--- config.mk ---
export PLATFORM = sky130hd
export DESIGN_NAME = mf_sync_ctrl
export DESIGN_NICKNAME = d
export VERILOG_FILES = /design/src/rtl/mf_sync_ctrl.sv
export SDC_FILE = /design/constraint.sdc
export NUM_CORES = 1
export LEC_CHECK = 0
export CAP_MARGIN = 20
export CORE_MARGIN = 5
export CORE_UTILIZATION = 56
export DETAILED_ROUTE_END_ITERATION = 8
export GPL_TIMING_DRIVEN = 0
export HOLD_SLACK_MARGIN = 0.12
export PLACE_DENSITY = 0.82
export REMOVE_ABC_BUFFERS = 1
export SYNTH_ARGS = -nofsm -noshare
export SYNTH_HDL_FRONTEND = slang
export SYNTH_SLANG_ARGS = --single-unit
export TNS_END_PERCENT = 10
--- constraint.sdc ---
create_clock -name clk -period 6.8 [get_ports clk]
set_input_delay 0.68 -clock clk [delete_from_list [all_inputs] [get_ports clk]]
set_output_delay 0.68 -clock clk [all_outputs]
set_load 0.01 [all_outputs]
--- src/rtl/mf_sync_ctrl.sv ---
// Sequencing and frame-sync controller for the 1-bit 512-tap matched filter (Re path):
// fills the filter, searches for a correlation peak, refines it and tracks the frame period.
module mf_sync_ctrl #(
    parameter int W3       = 32,
    parameter int L        = 512,
    parameter int WIN      = 64,
    parameter int PERIOD   = 4096,
    parameter int CNT_W    = 16,
    parameter int MISS_MAX = 3
) (
    input  logic                 clk,
    input  logic                 rst_n,
    input  logic                 start,
    input  logic                 abort,
    input  logic [W3-1:0]        thr,
    input  logic signed [W3-1:0] mf_y,
    input  logic                 mf_en,
    output logic                 mf_run,
    output logic                 sync_pulse,
    output logic [CNT_W-1:0]     sync_idx,
    output logic [W3-1:0]        peak_val,
    output logic                 locked,
    output logic [2:0]           state_o
);

    typedef enum logic [2:0] {
        IDLE   = 3'd0,
        FILL   = 3'd1,
        SEARCH = 3'd2,
        PEAK   = 3'd3,
        TRACK  = 3'd4
    } state_t;

    localparam int FILL_W = $clog2(L + 1);
    localparam int WIN_W  = (WIN > 1) ? $clog2(WIN) : 1;
    localparam int MISS_W = $clog2(MISS_MAX + 1);

    localparam logic [CNT_W-1:0]  CNT_LAST  = CNT_W'(PERIOD - 1);
    localparam logic [FILL_W-1:0] FILL_LAST = FILL_W'(L - 1);
    localparam logic [WIN_W-1:0]  WIN_LAST  = WIN_W'(WIN - 1);
    localparam logic [MISS_W-1:0] MISS_LAST = MISS_W'(MISS_MAX - 1);

    localparam logic [W3-1:0] MOST_NEG = {1'b1, {(W3-1){1'b0}}};
    localparam logic [W3-1:0] MOST_POS = {1'b0, {(W3-1){1'b1}}};

    state_t             state;
    logic [CNT_W-1:0]   cnt;
    logic [FILL_W-1:0]  fill_cnt;
    logic [WIN_W-1:0]   win;
    logic [MISS_W-1:0]  miss;
    logic [W3-1:0]      pk;
    logic [CNT_W-1:0]   pk_idx;

    logic [W3-1:0]      mag;
    logic               hit;
    logic [CNT_W-1:0]   cnt_nxt;
    logic               pk_better;
    logic [W3-1:0]      pk_upd;
    logic [CNT_W-1:0]   idx_upd;

    // The most negative input has no positive twin, so its magnitude saturates.
    always_comb begin
        mag = mf_y;
        if (mf_y == MOST_NEG) begin
            mag = MOST_POS;
        end else if (mf_y[W3-1]) begin
            mag = W3'(-mf_y);
        end
    end

    always_comb begin
        hit       = (mag > thr);
        cnt_nxt   = (cnt == CNT_LAST) ? '0 : cnt + 1'b1;
        pk_better = (mag > pk);
        pk_upd    = pk_better ? mag : pk;
        idx_upd   = pk_better ? cnt : pk_idx;
    end

    always_ff @(posedge clk) begin
        if (!rst_n) begin
            state      <= IDLE;
            cnt        <= '0;
            fill_cnt   <= '0;
            win        <= '0;
            miss       <= '0;
            pk         <= '0;
            pk_idx     <= '0;
            mf_run     <= 1'b0;
            sync_pulse <= 1'b0;
            sync_idx   <= '0;
            peak_val   <= '0;
            locked     <= 1'b0;
        end else begin
            sync_pulse <= 1'b0;
            if (abort) begin
                state  <= IDLE;
                mf_run <= 1'b0;
                locked <= 1'b0;
            end else begin
                if (mf_en && state != IDLE) begin
                    cnt <= cnt_nxt;
                end
                case (state)
                    IDLE: begin
                        if (start) begin
                            state    <= FILL;
                            mf_run   <= 1'b1;
                            cnt      <= '0;
                            fill_cnt <= '0;
                            miss     <= '0;
                        end
                    end
                    FILL: begin
                        if (mf_en) begin
                            if (fill_cnt == FILL_LAST) begin
                                state <= SEARCH;
                            end else begin
                                fill_cnt <= fill_cnt + 1'b1;
                            end
                        end
                    end
                    SEARCH: begin
                        if (mf_en && hit) begin
                            pk     <= mag;
                            pk_idx <= cnt;
                            win    <= '0;
                            state  <= PEAK;
                        end
                    end
                    // The closing sample of the window still competes for the peak.
                    PEAK: begin
                        if (mf_en) begin
                            pk     <= pk_upd;
                            pk_idx <= idx_upd;
                            if (win == WIN_LAST) begin
                                sync_pulse <= 1'b1;
                                sync_idx   <= idx_upd;
                                peak_val   <= pk_upd;
                                locked     <= 1'b1;
                                miss       <= '0;
                                state      <= TRACK;
                            end else begin
                                win <= win + 1'b1;
                            end
                        end
                    end
                    TRACK: begin
                        if (mf_en && cnt == pk_idx) begin
                            if (hit) begin
                                sync_pulse <= 1'b1;
                                peak_val   <= mag;
                                miss       <= '0;
                            end else if (miss == MISS_LAST) begin
                                locked <= 1'b0;
                                miss   <= '0;
                                state  <= SEARCH;
                            end else begin
                                sync_pulse <= 1'b1;
                                miss       <= miss + 1'b1;
                            end
                        end
                    end
                    default: state <= IDLE;
                endcase
            end
        end
    end

    assign state_o = state;

endmodule

==> flow_metrics.tcl <==
set metrics [dict create \
    routed_wl_mm 23.36 \
    clk_pin_slew_ns 0.06 \
    p_sw_frac 0.2548 \
    combPwrFrac 0.156 \
    hp-class "flip-flop to flip-flop" \
    synthArstFlopShare 0 \
    synth_flop_cell "dfxtp_1" \
    drv_cap 0 \
    max_freq_ghz 0.1558 \
    cp-end-kind "flip-flop" \
    cts_sinks 136 \
    dr.pass1.iters 5 \
    place.gp.congestion 0.9130 \
    nFillCells 1181 \
    peakVddDrop_mv 0.1925 \
    clk_latency_ns 0.43 \
    place.detailed.hpwl_mm 16.97 \
    worst_setup_path_start_kind "input pin" \
    synth_cells 1010 \
    ys_seq_area_frac 0.3141 \
    critPathRequiredTime_ns 7.07 \
    p_switching_mw 0.5537 \
    grt_pass1_vias 7649 \
    drive_gt1_frac 0.08587 \
    final_max_slew_viol_count 0 \
    ff2ff_setup_slack_ns 3.18 \
    cts_tree "yes" \
    yosysWarningCount 0 \
    ioPinCount 123 \
    synth-edff-count 0 \
    hold_viol_final 0 \
    vias_per_cell 6.085 \
    p_leak_nw 4.062 \
    instances_no_fill 1306 \
    syn_area_um2 8668 \
    final-setup-viol-count 0 \
    period_needed_ns 6.418 \
    dp_cells 1272 \
    fin_ws_ns 0.3819 \
    dp_slack_ns -0.3367 \
    overflow 0 \
    coreArea_um2 15200 \
    r2r_cells 9 \
    worst_pin_slew_ns 1.057 \
    drt_iter0_drc 639 \
    antenna_found_initial 0 \
    nNetsFinal 1242 \
    cp_max_fo 52 \
    start_util 0.5702 \
    htreeDepth 4 \
    drtAntennaViolNets 0 \
    cts_root_buf "clkbuf_16" \
    cp.arrival_ns 6.69 \
    worstHoldStart "peak_val[13]" \
    critPathKind "input pin to flip-flop" \
    row_count 45 \
    hold_depth 1 \
    cts_buffers 17 \
    grt_max_degree 53 \
    n_antenna_cell 0 \
    ys_types 65 \
    track_usage 0.2585 \
    die_area_um2 18070 \
    power_frac_clock 0.475 \
    io_buffers 122 \
    fin_worst_skew_ns 0.007154 \
    clock_path_buffers 2 \
    power_per_cell_area_nw_per_um2 201.9 \
    avgSynthCellArea_um2 8.582 \
    via_count 7947 \
    drcViolationCount 0 \
    synth-seq-cells 136 \
    grt_pass1_wl_mm 38.19 \
    wire_per_inst_um 17.89 \
    seq_power_share 0.369 \
    die_height_um 134.4 \
    relSlewSlack 0.2955 \
    area_growth_pct 24.21 \
    finalPower_mw 2.174 \
    die_w_um 134.4 \
    rsz0062_at_grt "false" \
    status "finished clean" \
    period_share 0.9438 \
    intPower_mw 1.620 \
    r2r_end "pk[13]" \
    r2r_start "pk[14]" \
    hold_end "peak_val[13]" \
    worst_hold_slack_ns 0.4598 \
]
worst max-delay path, stage by stage:
cell and delay, ns:
clkdlybuf4s50_1 0.47, or3_1 0.51, or4_1 0.71, or4b_1 0.61, nand2b_4 0.51, nand2_2 0.28, ha_1 0.27, a21oi_1 0.14
o21ai_0 0.14, a221o_1 0.38, o311ai_1 0.66, nand3_1 0.64, buf_8 0.38, a31oi_1 0.21, a311oi_2 0.07
layout make-up:
type / instances / area (um2) / area share
clock buffers: 22 / 464.2 / 0.04311
clock inverters: 10 / 190.2 / 0.01766
inverters: 70 / 262.8 / 0.02440
multi-input cells: 742 / 5441 / 0.5054
flip-flops and latches: 136 / 2723 / 0.2529
well taps: 188 / 235.2 / 0.02185
repair buffers: 138 / 1450 / 0.1347
worst max path at each step:
stage                     slack (ns)           end    start  depth (start not counted)
after global routing            0.10        pk[29]  mf_y[3]                         14
after CTS                       0.05  peak_val[20]  mf_y[3]                         15
after detailed placement       -0.34  peak_val[29]  mf_y[3]                         15
after floorplan                -1.37        pk[10]  mf_y[4]                         13
after global placement         -4.74         pk[6]  mf_y[3]                         14
final                           0.38         pk[5]  mf_y[3]                         15
routing by layer:
layer | part of all wire | vias to the layer above | wire length [um] | track usage
li1 | - | 3870 | - | -
met2 | 0.47 | 275 | 11090 | 0.4335
met3 | 0.062 | 43 | 1447 | 0.04914
met1 | 0.44 | 3759 | 10290 | 0.3313
met4 | 0.023 | 0 | 535 | 0.09502
met5 | 0 | - | 0 | 0
synthesized netlist by cell type, types with 14 or more instances:
cell	number	area, um2
ha_1	68	850.8
a311oi_1	27	236.5
a21oi_1	52	260.3
nand2_1	84	315.3
dfxtp_1	136	2723
o31ai_1	14	105.1
nand3_1	26	130.1
nand2_2	25	156.4
xor2_1	52	455.4
o2bb2ai_1	19	166.4
o21ai_0	33	165.2
mux2i_1	72	720.7
clkbuf_1	46	172.7
a31oi_1	33	206.5
nor2_1	51	191.4
nand4_1	18	112.6
inv_1	69	259.0
kinds of logic after synthesis:
logic type      Yosys count  share of synthesized area
compound gates          246                     0.2038
flops                   136                     0.3141
buf+inv                 132                    0.06351
fa+ha+maj                68                    0.09815
simple gates            290                     0.1703
xor+xnor                 65                    0.06568
mux                      73                    0.08444
repair_timing:
| action | CTS | global route |
|---|---|---|
| endpoints found under the setup margin | 0 | 57 |
| setup buffers | 0 | 1 |
| hold buffers | 0 | 0 |
| gates resized for setup | 0 | 3 |
power groups by stage:
stage / logic [mW] / registers (mW) / clock network [mW]
after global routing: 0.370 / 0.803 / 1.08
after global placement: 0.312 / 0.820 / 0
after floorplan: 0.200 / 0.819 / 0
final: 0.339 / 0.803 / 1.03
after CTS: 0.333 / 0.802 / 1.04
after detailed placement: 0.329 / 0.820 / 0
sequential cells by signal, summed over array words and instances, names as in the netlist:
name	count
miss	2
win	6
locked	1
peak_val	32
fill_cnt	10
cnt	16
mf_run	1
pk_idx	16
sync_idx	16
state_o	3
pk	32
sync_pulse	1
stage by stage:
stage                     utilization  instance area (um2)  setup TNS, ns
after global routing           0.7082                10770              0
after CTS                      0.7053                10720              0
after global placement         0.6471                 9837        -269.28
final                          0.7082                10770              0
after floorplan                     -                 8381         -61.53
after detailed placement       0.6622                10070         -10.84
cell usage in the layout, fill, tap and decap left out, drive strengths merged, types with 5 or more instances in the layout:
| cell type | netlist | layout |
|---|---|---|
| xor2 | 52 | 52 |
| nor2b | 6 | 6 |
| nand4 | 18 | 18 |
| ha | 68 | 68 |
| bufinv | 0 | 5 |
| dfxtp | 136 | 136 |
| and3 | 8 | 8 |
| buf | 16 | 17 |
| nand2b | 6 | 6 |
| o21ai | 34 | 34 |
| a21oi | 54 | 54 |
| nor2 | 51 | 51 |
| xnor2 | 13 | 13 |
| o31ai | 14 | 14 |
| a31oi | 33 | 33 |
| clkbuf | 46 | 22 |
| o41ai | 10 | 10 |
| nand2 | 109 | 109 |
| nor4 | 12 | 12 |
| or3 | 13 | 13 |
| clkdlybuf4s50 | 0 | 121 |
| inv | 70 | 72 |
| o2bb2ai | 28 | 28 |
| a311oi | 28 | 28 |
| nand3 | 26 | 26 |
| and2 | 8 | 8 |
| mux2i | 72 | 72 |
| or4 | 6 | 6 |
| nor3 | 10 | 10 |
| a21o | 10 | 10 |
| a211oi | 9 | 9 |
Power figures use the tool's default switching activity.
